File: config.mk
export PLATFORM = sky130hd
export DESIGN_NAME = decoder_nx2n_scan
export DESIGN_NICKNAME = d
export VERILOG_FILES = /design/src/rtl/decoder_nx2n_scan.sv
export SDC_FILE = /design/constraint.sdc
export NUM_CORES = 1
export LEC_CHECK = 0
export BUFFER_PORTS_ARGS = -buffer_cell sky130_fd_sc_hd__buf_2
export CORE_AREA = 5 5 42 44
export DETAILED_ROUTE_END_ITERATION = 8
export DIE_AREA = 0 0 47 49
export HOLD_SLACK_MARGIN = 0.03
export SLEW_MARGIN = 10
export SYNTH_ARGS = -nofsm -noshare
export SYNTH_HDL_FRONTEND = slang
export SYNTH_SLANG_ARGS = --single-unit
File: constraint.sdc
create_clock -name clk -period 3.3 [get_ports clk]
set_input_delay 0 -clock clk [delete_from_list [all_inputs] [get_ports clk]]
set_output_delay 0 -clock clk [all_outputs]
set_load 0.01 [all_outputs]
File: src/rtl/decoder_nx2n_scan.sv
// decoder_nx2n_scan: registered N-to-2^N enable decoder with a scan mode.
// In direct mode the select A is decoded to a one-hot line. In scan mode the
// active line steps up or down once every DIV cycles, starting from A.
// WRAP pulses for one cycle when a step crosses the top/bottom boundary.
// All outputs come straight from flops, so no input reaches an output
// combinationally.
module decoder_nx2n_scan #(
    parameter int N       = 2,
    parameter int DIV     = 4,
    parameter bit ACT_LOW = 1'b0
) (
    input  logic                clk,
    input  logic                nrst,
    input  logic                E,
    input  logic                MODE,
    input  logic                DIR,
    input  logic [N-1:0]        A,
    output logic [(1<<N)-1:0]   D,
    output logic [N-1:0]        IDX,
    output logic                WRAP
);

    // Number of decoded lines and prescaler counter width (at least one bit).
    localparam int W  = 1 << N;
    localparam int CW = (DIV > 1) ? $clog2(DIV) : 1;

    // Terminal prescaler value: a scan step happens when the count reaches it.
    localparam logic [CW-1:0] LAST_COUNT = CW'(DIV - 1);
    localparam logic [CW-1:0] COUNT_ONE  = CW'(1);
    localparam logic [N-1:0]  IDX_ONE    = N'(1);
    localparam logic [N-1:0]  IDX_MAX    = {N{1'b1}};
    localparam logic [N-1:0]  IDX_ZERO   = '0;

    // Inactive level for every line. XOR-ing the raw one-hot with this
    // mask applies the output polarity in one place.
    localparam logic [W-1:0] BLANK   = {W{ACT_LOW}};
    localparam logic [W-1:0] ONE_BIT = W'(1);

    typedef enum logic [1:0] {
        ST_IDLE,
        ST_DIRECT,
        ST_SCAN
    } state_t;

    state_t          r_state;
    state_t          w_nextState;
    logic [CW-1:0]   r_count;
    logic [CW-1:0]   w_nextCount;
    logic [N-1:0]    r_idx;
    logic [N-1:0]    w_nextIdx;
    logic [N-1:0]    w_stepIdx;
    logic            w_stepWrap;
    logic            r_wrap;
    logic            w_nextWrap;
    logic [W-1:0]    r_d;
    logic [W-1:0]    w_nextD;
    logic [W-1:0]    w_oneHot;

    // The neighbour index in the selected direction wraps naturally at N bits.
    // A step wraps when it leaves the top (up) or the bottom (down) line.
    assign w_stepIdx  = DIR ? (r_idx - IDX_ONE) : (r_idx + IDX_ONE);
    assign w_stepWrap = DIR ? (r_idx == IDX_ZERO) : (r_idx == IDX_MAX);

    // State register; reset forces IDLE regardless of the other inputs.
    always_ff @(posedge clk) begin
        if (!nrst) begin
            r_state <= ST_IDLE;
        end else begin
            r_state <= w_nextState;
        end
    end

    // Next state depends only on enable and mode, re-evaluated every cycle.
    always_comb begin
        w_nextState = ST_IDLE;
        if (E) begin
            w_nextState = MODE ? ST_SCAN : ST_DIRECT;
        end
    end

    // Next index, prescaler count and wrap flag. Arriving in SCAN from any
    // other state reloads the index from A with a fresh, full period; every
    // non-scan state holds the count at zero so leaving SCAN clears it.
    always_comb begin
        w_nextIdx   = r_idx;
        w_nextCount = '0;
        w_nextWrap  = 1'b0;
        case (w_nextState)
            ST_DIRECT: begin
                w_nextIdx = A;
            end
            ST_SCAN: begin
                if (r_state != ST_SCAN) begin
                    w_nextIdx = A;
                end else if (r_count == LAST_COUNT) begin
                    w_nextIdx  = w_stepIdx;
                    w_nextWrap = w_stepWrap;
                end else begin
                    w_nextCount = r_count + COUNT_ONE;
                end
            end
            default: begin
                w_nextIdx = r_idx;
            end
        endcase
    end

    // Line outputs follow the index being loaded this cycle, blanked in IDLE.
    always_comb begin
        w_oneHot = ONE_BIT << w_nextIdx;
        w_nextD  = BLANK;
        if (w_nextState != ST_IDLE) begin
            w_nextD = w_oneHot ^ BLANK;
        end
    end

    // Datapath registers; these directly drive the module outputs.
    always_ff @(posedge clk) begin
        if (!nrst) begin
            r_idx   <= '0;
            r_count <= '0;
            r_wrap  <= 1'b0;
            r_d     <= BLANK;
        end else begin
            r_idx   <= w_nextIdx;
            r_count <= w_nextCount;
            r_wrap  <= w_nextWrap;
            r_d     <= w_nextD;
        end
    end

    assign D    = r_d;
    assign IDX  = r_idx;
    assign WRAP = r_wrap;

endmodule

==> results.py <==
metrics = {
    "grt": {
        "grt_pass1_wl_um": 1560,
        "grtUsageTotal": 0.0975,
        "antenna_found_initial": 0,
        "grt_pass1_vias": 353,
        "grt_overflow_total": 0,
        "grt_max_degree": 12,
    },
    "synth": {
        "synthesis.nets": 56,
        "synth-edff-count": 0,
        "netlist_top_cells_area": "dfxtp_1, nor2_1, and4bb_4, xor2_2, and3_1",
        "synth_top_family_by_area": "simple AND/OR/NAND/NOR gates",
        "synth_fa_ha_area_frac": 0.0265,
        "synth_top_area_frac": 0.466,
        "syn_avg_cell_area_um2": 9.85,
        "synth.most_common_cell": "dfxtp_1",
        "syn_area_um2": 473,
        "yosys_warnings": 0,
        "synthMuxAreaShare": 0.0212,
        "synthCells": 48,
        "synthSimpleGateAreaFrac": 0.249,
        "ys_ff_latch": 11,
        "synth-main-ff-cell": "dfxtp_1",
        "synth_cell_types": 28,
        "synth_xor_area_frac": 0.0529,
        "synth_top_cell_by_area": "dfxtp_1",
        "yosys-top-cells-count": "dfxtp_1, nor2_1, nand2_1",
        "synth_compound_area_frac": 0.138,
        "async_flop_share": 0,
        "ys_seq_area_frac": 0.466,
    },
    "floorplan": {
        "start_util": 0.338,
        "io_pins": 14,
        "die_w_um": 47,
        "dieArea_um2": 2300,
        "core_region_area_um2": 1400,
        "dieHeight_um": 49,
        "rows": 14,
    },
    "timing": {
        "fin_skew_ns": 0.00124,
        "fin_tns_setup_ns": 0,
        "post-route-period-util": 0.440,
        "maxSlewViolCount": 0,
        "min_period_ns": 1.45,
        "worst_slew_pin_slew_ns": 0.379,
        "rsz0062_at_grt": "false",
        "fmax_mhz": 689,
        "final-hold-violation-count": 0,
        "layout_setup_ws_ns": 1.85,
        "setup_violations": 0,
        "slew_headroom": 0.746,
    },
    "worst_setup_path": {
        "criticalPathCategory": "in2reg",
        "cp.required_ns": 3.45,
        "crit_path_start_kind": "input pin",
        "path_max_fanout": 11,
        "timing.rr.end": "D[2]",
        "regToRegStartpoint": "r_state[0]",
        "rrSetupSlack_ns": 1.92,
        "crit_end": "D[2]",
        "cp.arrival_ns": 1.60,
        "crit_path_end_kind": "register",
        "startpoint": "MODE",
        "r2r_cells": 4,
    },
    "pwr": {
        "p_leak_nw": 0.286,
        "power_density_nw_per_um2": 431,
        "ir_drop_mv": 0.203,
        "p_total_mw": 0.257,
    },
    "clock_network": {
        "cts_root_buf": "clkbuf_4",
        "numClockSinks": 11,
        "cts_hold_buf": 3,
        "cts_buffers": 3,
        "ctsResizeCount": 0,
        "cts_max_level": 1,
        "clk_pin_slew_ns": 0.06,
        "cts_tree": "built",
        "max-clock-path-buffers": 2,
        "postCtsSetupBuffers": 0,
        "clk_latency_ns": 0.26,
    },
    "routing": {
        "drc": 0,
        "routedWlPerCell_um": 11.2,
        "dr.first_iter.drc_count": 6,
        "drt-total-wl_um": 918,
        "antenna_left": 0,
        "dr_total_vias": 397,
        "vias_per_cell": 4.84,
        "drt-pass1-iter-count": 4,
    },
    "cells_and_area": {
        "drive_gt1_frac": 0.273,
        "diodes": 0,
        "fin_cells": 82,
        "nFillCells": 154,
        "area_growth_pct": 25.9,
        "nets": 75,
    },
    "hold_path": {
        "hold_depth": 3,
        "holdCritPathClass": "in2reg",
    },
    "outcome": {
        "outcome": "completed",
    },
    "placed_design": {
        "dpl_worst_slack_ns": 1.92,
        "gp_congestion": 0.720,
        "dpl.cell_count": 75,
        "place.port_buffers": 13,
    },
    "job": {
        "drv_cap": 0,
    },
}
-- per-layer routing --
metal | global-route usage | wire length, µm | up-vias
met3 | 0.0701 | 96 | 2
met2 | 0.120 | 413 | 14
li1 | - | - | 208
met4 | 0.0553 | 11 | 0
met5 | 0 | 0 | -
met1 | 0.120 | 396 | 173
-- worst min path at each step --
| stage | startpoint | end | slack [ns] |
|---|---|---|---|
| 2_1_floorplan | MODE | r_state[0] | 0.07 |
| 3_3_place_gp | MODE | r_state[0] | 0.19 |
| 3_5_place_dp | MODE | r_state[0] | 0.19 |
| 4_1_cts | A[1] | IDX[1] | 0.03 |
| 5_1_grt | A[1] | IDX[1] | 0.05 |
| 6_report | A[1] | IDX[1] | 0.04 |
-- area by class of cell --
| cell class | instances | area [µm²] | share of cell area |
|---|---|---|---|
| Multi-Input combinational cell | 34 | 230 | 0.387 |
| Inverter | 1 | 3.75 | 0.00630 |
| Sequential cell | 11 | 220 | 0.370 |
| Timing Repair Buffer | 16 | 95.1 | 0.160 |
| Tap cell | 16 | 20.0 | 0.0336 |
| Clock buffer | 4 | 26.3 | 0.0441 |
-- metrics by stage --
| step | hold slack [ns] | utilization | cell area, µm² |
|---|---|---|---|
| global route | 0.0460 | 0.425 | 596 |
| global placement | 0.185 | 0.385 | 539 |
| finish | 0.0380 | 0.425 | 596 |
| floorplan | 0.0724 | - | 473 |
| detailed placement | 0.194 | 0.385 | 539 |
| CTS | 0.0344 | 0.425 | 596 |
-- kinds of logic (layout without fill, tap and decap cells) --
kind of cell | after synthesis | after routing
buffers and inverters | 3 | 21
flip-flops | 11 | 11
adder cells (fa/ha/maj) | 1 | 1
XOR/XNOR | 2 | 2
AO/OA/AOI/OAI | 10 | 10
AND/OR/NAND/NOR | 20 | 20
multiplexers | 1 | 1
-- power breakdown --
| group | switching (mW) | internal, mW |
|---|---|---|
| registers | 0.00338 | 0.137 |
| clock network | 0.0428 | 0.0468 |
| logic | 0.0132 | 0.0139 |
-- placed cells by master (no fill, tap or decap), drive strengths merged --
master	netlist	routed
ha	1	1
o22ai	1	1
a221oi	1	1
nor2	6	6
and4bb	1	1
mux2i	1	1
or2b	1	1
o211ai	1	1
dlygate4sd3	0	3
a21oi	2	2
xor2	2	2
inv	1	1
o21ai	3	3
and3b	1	1
nand2	3	3
nand3b	1	1
and2	1	1
nor3b	1	1
dfxtp	11	11
a21boi	1	1
nand3	1	1
or2	1	1
and3	2	2
buf	2	13
a221o	1	1
nor4	1	1
clkbuf	0	4
-- critical path: stages --
cell and delay (ns):
dlygate4sd3_1 0.53, buf_2 0.13, nand3b_1 0.29, and4bb_4 0.30, a221oi_1 0.26, nor2_1 0.09
-- state kept, by name, summed over array words and instances, names as in the netlist --
| name | count |
|---|---|
| D | 4 |
| IDX | 2 |
| r_count | 2 |
| r_state | 2 |
| WRAP | 1 |
Power figures use the tool's default switching activity.
